==> src/rtl/operand_loader_pkg.sv <==
// -----------------------------------------------------------------------------
// operand_loader_pkg
//
// Shared definitions for the operand loader front end.
//   - DEFAULT_DATA_W : default operand word width (operand memory word).
//   - DEFAULT_PAIRS  : default operand pairs per frame (frame = 2*PAIRS words).
//   - STATE_W        : width of the loader state encoding.
//   - state_e        : loader states IDLE, FILL, SETTLE, KICK, WAIT, DONE.
// -----------------------------------------------------------------------------
package operand_loader_pkg;

    localparam int DEFAULT_DATA_W = 16;
    localparam int DEFAULT_PAIRS  = 8;
    localparam int STATE_W        = 3;

    typedef enum logic [STATE_W-1:0] {
        ST_IDLE   = 3'd0,
        ST_FILL   = 3'd1,
        ST_SETTLE = 3'd2,
        ST_KICK   = 3'd3,
        ST_WAIT   = 3'd4,
        ST_DONE   = 3'd5
    } state_e;

endpackage

==> src/rtl/operand_loader_wr_addr_counter.sv <==
// -----------------------------------------------------------------------------
// wr_addr_counter
//
// Operand memory write address counter for the operand loader.
// Clear has priority over increment. Incrementing from the last word address
// (WORDS-1) wraps back to 0, so a finished frame leaves the counter at 0 even
// when WORDS is not a power of two.
//
// Ports:
//   clk    in   clock, rising edge
//   rst    in   asynchronous active-high reset (counter -> 0)
//   clr_i  in   synchronous clear to address 0
//   inc_i  in   advance to the next address
//   addr_o out  current address (registered)
//   tc_o   out  terminal count: current address is WORDS-1
// -----------------------------------------------------------------------------
module wr_addr_counter
    import operand_loader_pkg::*;
#(
    parameter int WORDS  = 2 * DEFAULT_PAIRS,
    parameter int ADDR_W = $clog2(WORDS)
) (
    input  logic              clk,
    input  logic              rst,
    input  logic              clr_i,
    input  logic              inc_i,
    output logic [ADDR_W-1:0] addr_o,
    output logic              tc_o
);

    localparam logic [ADDR_W-1:0] LAST_ADDR = ADDR_W'(WORDS - 1);

    logic [ADDR_W-1:0] addr_q;
    logic [ADDR_W-1:0] addr_d;

    assign tc_o   = (addr_q == LAST_ADDR);
    assign addr_o = addr_q;

    always_comb begin
        addr_d = addr_q;
        if (clr_i) begin
            addr_d = '0;
        end else if (inc_i) begin
            addr_d = tc_o ? '0 : addr_q + ADDR_W'(1);
        end
    end

    always_ff @(posedge clk or posedge rst) begin
        if (rst) begin
            addr_q <= '0;
        end else begin
            addr_q <= addr_d;
        end
    end

endmodule

==> src/rtl/operand_loader.sv <==
// -----------------------------------------------------------------------------
// operand_loader
//
// Front end of the approximate-multiplier core. Streams one frame of
// 2*PAIRS operand words into the operand memory (word k -> address k; even
// address = first operand, odd = second operand of a pair), pulses `start`
// to the multiplier controller, then waits for `mult_done` before finishing
// the frame with a one-cycle `frame_done`.
//
// Build option:
//   OPERAND_LOADER_AUTO_REARM_EN  when defined, DONE goes straight back to
//                                 FILL (address 0) so frames run back to back
//                                 after a single `arm`. When undefined, DONE
//                                 returns to IDLE and every frame needs `arm`.
//
// Ports:
//   clk         in   clock, rising edge
//   rst         in   asynchronous active-high reset
//   arm         in   load one frame; only looked at in IDLE
//   in_data     in   operand word
//   in_valid    in   in_data valid
//   in_ready    out  loader takes a word this cycle (registered)
//   wr_en       out  operand memory write enable (registered)
//   wr_addr     out  operand memory write address (registered)
//   wr_data     out  operand memory write data (registered)
//   start       out  one-cycle start pulse to the controller (registered)
//   mult_done   in   controller done pulse; only looked at in WAIT
//   busy        out  state is not IDLE (combinational from state)
//   frame_done  out  one-cycle pulse at the end of a frame (registered)
//   state_dbg   out  current FSM state, for observation only
//
// Handshake: a word transfers on a rising edge where in_valid and in_ready
// are both high. in_ready never depends on in_valid in the same cycle; the
// source may raise or drop in_valid at any time, and a word offered while
// in_ready is low is simply not taken.
// -----------------------------------------------------------------------------
module operand_loader
    import operand_loader_pkg::*;
#(
    parameter int DATA_W = DEFAULT_DATA_W,
    parameter int PAIRS  = DEFAULT_PAIRS,
    parameter int ADDR_W = $clog2(2 * PAIRS)
) (
    input  logic               clk,
    input  logic               rst,
    input  logic               arm,
    input  logic [DATA_W-1:0]  in_data,
    input  logic               in_valid,
    output logic               in_ready,
    output logic               wr_en,
    output logic [ADDR_W-1:0]  wr_addr,
    output logic [DATA_W-1:0]  wr_data,
    output logic               start,
    input  logic               mult_done,
    output logic               busy,
    output logic               frame_done,
    output logic [STATE_W-1:0] state_dbg
);

    localparam int WORDS = 2 * PAIRS;

    state_e            state_q;
    state_e            state_d;

    logic              in_ready_q;
    logic              wr_en_q;
    logic [ADDR_W-1:0] wr_addr_q;
    logic [DATA_W-1:0] wr_data_q;
    logic              start_q;
    logic              frame_done_q;

    logic              accept;
    logic              cnt_clr;
    logic              cnt_inc;
    logic [ADDR_W-1:0] cnt_addr;
    logic              cnt_tc;

    // in_ready_q is only ever high while in FILL, so this is the FILL accept.
    assign accept = in_valid & in_ready_q;

    wr_addr_counter #(
        .WORDS  (WORDS),
        .ADDR_W (ADDR_W)
    ) u_wr_addr_counter (
        .clk    (clk),
        .rst    (rst),
        .clr_i  (cnt_clr),
        .inc_i  (cnt_inc),
        .addr_o (cnt_addr),
        .tc_o   (cnt_tc)
    );

    always_comb begin
        state_d = state_q;
        cnt_clr = 1'b0;
        cnt_inc = 1'b0;
        case (state_q)
            ST_IDLE: begin
                if (arm) begin
                    state_d = ST_FILL;
                    cnt_clr = 1'b1;
                end
            end
            ST_FILL: begin
                if (accept) begin
                    cnt_inc = 1'b1;
                    if (cnt_tc) begin
                        state_d = ST_SETTLE;
                    end
                end
            end
            // The last word's registered write is on the port during SETTLE,
            // so the memory holds the full frame before start is raised.
            ST_SETTLE: state_d = ST_KICK;
            ST_KICK:   state_d = ST_WAIT;
            ST_WAIT: begin
                if (mult_done) begin
                    state_d = ST_DONE;
                end
            end
            ST_DONE: begin
`ifdef OPERAND_LOADER_AUTO_REARM_EN
                state_d = ST_FILL;
                cnt_clr = 1'b1;
`else
                state_d = ST_IDLE;
`endif
            end
            default: state_d = ST_IDLE;
        endcase
    end

    // Registered outputs are decoded from the next state so that each one
    // lines up exactly with the state it belongs to.
    always_ff @(posedge clk or posedge rst) begin
        if (rst) begin
            state_q      <= ST_IDLE;
            in_ready_q   <= 1'b0;
            wr_en_q      <= 1'b0;
            wr_addr_q    <= '0;
            wr_data_q    <= '0;
            start_q      <= 1'b0;
            frame_done_q <= 1'b0;
        end else begin
            state_q      <= state_d;
            in_ready_q   <= (state_d == ST_FILL);
            start_q      <= (state_d == ST_KICK);
            frame_done_q <= (state_d == ST_DONE);
            wr_en_q      <= accept;
            if (accept) begin
                wr_addr_q <= cnt_addr;
                wr_data_q <= in_data;
            end
        end
    end

    assign in_ready   = in_ready_q;
    assign wr_en      = wr_en_q;
    assign wr_addr    = wr_addr_q;
    assign wr_data    = wr_data_q;
    assign start      = start_q;
    assign frame_done = frame_done_q;
    assign busy       = (state_q != ST_IDLE);
    assign state_dbg  = state_q;

endmodule

==> config.mk <==
export PLATFORM = sky130hd
export DESIGN_NAME = operand_loader
export DESIGN_NICKNAME = d
export VERILOG_FILES = /design/src/rtl/operand_loader_pkg.sv /design/src/rtl/operand_loader_wr_addr_counter.sv /design/src/rtl/operand_loader.sv
export SDC_FILE = /design/constraint.sdc
export NUM_CORES = 1
export LEC_CHECK = 0
export CAP_MARGIN = 0
export CORE_MARGIN = 2
export CORE_UTILIZATION = 39
export DETAILED_ROUTE_END_ITERATION = 16
export PLACE_DENSITY = 0.85
export SLEW_MARGIN = 30
export SYNTH_ARGS = -nofsm -noshare
export SYNTH_HDL_FRONTEND = slang
export SYNTH_HIERARCHICAL = 1
export SYNTH_SLANG_ARGS = --single-unit
==> constraint.sdc <==
create_clock -name clk -period 1.5 [get_ports clk]
set_clock_uncertainty 0.1 [all_clocks]
set_input_delay 0.15 -clock clk [delete_from_list [all_inputs] [get_ports clk]]
set_output_delay 0.15 -clock clk [all_outputs]
set_load 0.1 [all_outputs]
==> results.yml <==
pwr:
  comb_power_share: 0.634
  seqPwrFrac: 0.259
  switching_share: 0.481
  finalPower_mw: 5.17
  p_switching_mw: 2.49
  power.density_nw_per_um2: 2190
  peakVddDrop_v: 0.000948
  p_leak_nw: 1.09
  p_int_mw: 2.69
  clkPwrFrac: 0.108
sta:
  fin_crit_sh: 1.12
  final.setup.tns_ps: -246
  worst_slew_pin_slew_ps: 257
  layout_min_cycle_time_ps: 1670
  fin_ws_ps: -175
  max_slew_margin: 0.827
  slew_violations: 0
  hold_slack_ps: 304
  fmax_ghz: 0.597
  finalHoldViolCount: 0
  setup_violations: 4
  rsz0062_at_grt: "true"
grt:
  grt_start_max_net_pins: 21
  antenna_found_initial: 0
  grt_pass1_vias: 1095
  grt_overflow: 0
  track_usage: 0.191
  grt_pass1_wl_um: 5680
yosys:
  synth-edff-count: 0
  ys_warn_count: 6
  yosys.area.top_type_share: 0.573
  synth.avg_cell_area_um2: 14.6
  async_flop_share: 1.00
  ys_types: 26
  ys_seq_area_frac: 0.573
  syn_nets: 115
  netlist_area_um2: 1350
  syn_inst: 93
  synth_top_area_cell: "dfrtp_1"
  synthTopCellsByArea: "dfrtp_1 (57%), mux2_4 (22%), buf_6 (2.5%), o21ai_0 (1.5%), nor2_1 (1.4%)"
  ys_ff_latch: 31
  synth-main-ff-cell: "dfrtp_1"
worst_setup_path:
  crit_family: "flip-flops"
  critical_path_required_ps: 1250
  cp_cell_sequence: "or3_4 > buf_12"
  crit_cells: 2
  worstReg2RegStart: "state_dbg[1]$_DFF_PP0_"
  critPathKind: "register to output port"
  crit_path_top_delay_cell: "dfrtp_4"
  startpoint_type: "register"
  path_max_fanout: 2
  rr_endpoint: "u_wr_addr_counter/addr_o[3]$_DFFE_PP0P_"
  cpPeakStageDelay_ps: 500
  critPathBufInv: 1
  ff2ff_path_depth: 5
  rrSetupSlack_ps: -50
  crit_arrival_ps: 1420
  cp-end-kind: "output port"
final_layout:
  syn_to_final_growth_pct: 74.2
  final_core_util: 0.707
  diodes: 0
  drive_gt1_frac: 0.531
  fin_cells: 206
  num-nets-final: 181
  fillers: 196
  post-route-cell-area_um2: 2360
place:
  port_buffers: 48
  place_congestion: 0.726
  pre_cts_ws_ps: -225
  dp_cells: 195
  dp_hpwl_um: 2470
  place_area_um2: 2240
route:
  drtIter0Drc: 26
  num_vias: 1011
  dr.pass1.iters: 4
  drc: 0
  m1WireLength_um: 1350
  dr_wl_met3_um: 189
  wl_per_cell_um: 16.4
  ant_nets: 0
  wl_met2_um: 1740
  wl_um: 3370
  top_layer: "met4"
  via_per_inst: 4.91
cts:
  h-tree-depth: 2
  clock_latency_ps: 330
  cts_buffers: 5
  cts-root-buf: "clkbuf_4"
  clockBufferDepth: 2
  path_clk_slew_ps: 100
  clock_sinks: 31
  cts_tree: "built"
floorplanning:
  core_area_um2: 3340
  ios: 49
  die-area_um2: 3960
  rows: 21
  die_width_um: 62.9
  initial_core_util: 0.406
  die_h_um: 62.9
outcome:
  status: "finished, violations left"
  violations: "negative setup slack"
flow_run:
  drv_cap: 0
hold_path:
  min_path_type: "input port to register"
  whs_path_depth: 3
  hp-start: "mult_done"
  hold_end: "frame_done$_DFF_PP0_"
==> logic make-up after synthesis <==
| logic type | count (synthesis) | share of synthesized area |
|---|---|---|
| DFF | 31 | 0.573 |
| and+or+nand+nor | 22 | 0.0989 |
| muxes | 21 | 0.229 |
| AOI/OAI and AO/OA | 10 | 0.0471 |
| buffers and inverters | 7 | 0.0360 |
| xor gates and xnor gates | 1 | 0.00647 |
| adders and majority gates | 1 | 0.00924 |
==> state kept, by name, summed over array words and instances (netlist names) <==
name                      flops
state_dbg                     3
wr_addr                       4
wr_en                         1
start                         1
frame_done                    1
in_ready                      1
u_wr_addr_counter/addr_o      4
wr_data                      16
==> placed cells by master (no fill, tap or decap), drive strengths merged <==
master	count
inv	4
and3	2
nand3b	2
dlygate4sd3	1
nor2	6
and2	1
a21oi	3
or3b	1
buf	41
clkbuf	8
nand2	4
nand3	2
mux2	20
a41o	1
a31oi	1
dfrtp	31
o211ai	1
ha	1
xor2	1
nand2b	2
clkdlybuf4s50	20
o21ai	4
mux2i	1
or3	2
==> cell usage after synthesis, drive strengths merged, types with 2 or more instances <==
cell,number
dfrtp,31
mux2,20
nor2,6
inv,4
nand2,4
o21ai,4
a21oi,3
buf,3
and3,2
nand2b,2
nand3,2
nand3b,2
or3,2
==> worst max-delay path by stage <==
stage | startpoint | endpoint | slack, ps
after floorplan | state_dbg[0]$_DFF_PP0_ | u_wr_addr_counter/addr_o[1]$_DFFE_PP0P_ | -220
after global placement | in_valid | u_wr_addr_counter/addr_o[3]$_DFFE_PP0P_ | -130
after detailed placement | in_valid | u_wr_addr_counter/addr_o[3]$_DFFE_PP0P_ | -220
after CTS | state_dbg[0]$_DFF_PP0_ | busy | -180
after global routing | state_dbg[0]$_DFF_PP0_ | busy | -220
final | state_dbg[0]$_DFF_PP0_ | busy | -170
==> cell type report <==
class	count	area [um^2]	area share
flip-flops and latches	31	791	0.335
clock buffers	8	68.8	0.0292
inverters	4	15.0	0.00637
repair buffers	62	872	0.370
multi-input cells	55	554	0.235
well taps	46	57.6	0.0244
==> power groups by stage <==
stage / logic (mW) / registers [mW] / clock network, mW
after floorplan: 0.742 / 2.59 / 0
after global placement: 3.09 / 1.35 / 0
after detailed placement: 3.15 / 1.39 / 0
after CTS: 3.27 / 1.34 / 0.568
after global routing: 3.37 / 1.37 / 0.617
final: 3.28 / 1.34 / 0.557
==> repair_timing <==
item,in CTS,in global routing
gates cloned,0,0
resized for setup,4,2
pin swaps,2,1
endpoints found under the setup margin,4,12
buffers inserted,2,0
hold buffers,1,0
endpoints found under the hold margin,4,0
==> tightest hold or removal path, delay by kind of cell <==
| kind | cells | cell delay (ps) |
|---|---|---|
| AND/OR/NAND/NOR | 2 | 150 |
| buffers and inverters | 1 | 410 |
==> layer usage <==
layer | up-vias | track usage
met5 | - | 0
met3 | 8 | 0.0613
met1 | 505 | 0.218
li1 | 457 | -
met4 | 0 | 0.0972
met2 | 41 | 0.320
No activity file was read; power rests on OpenSTA's default activity.
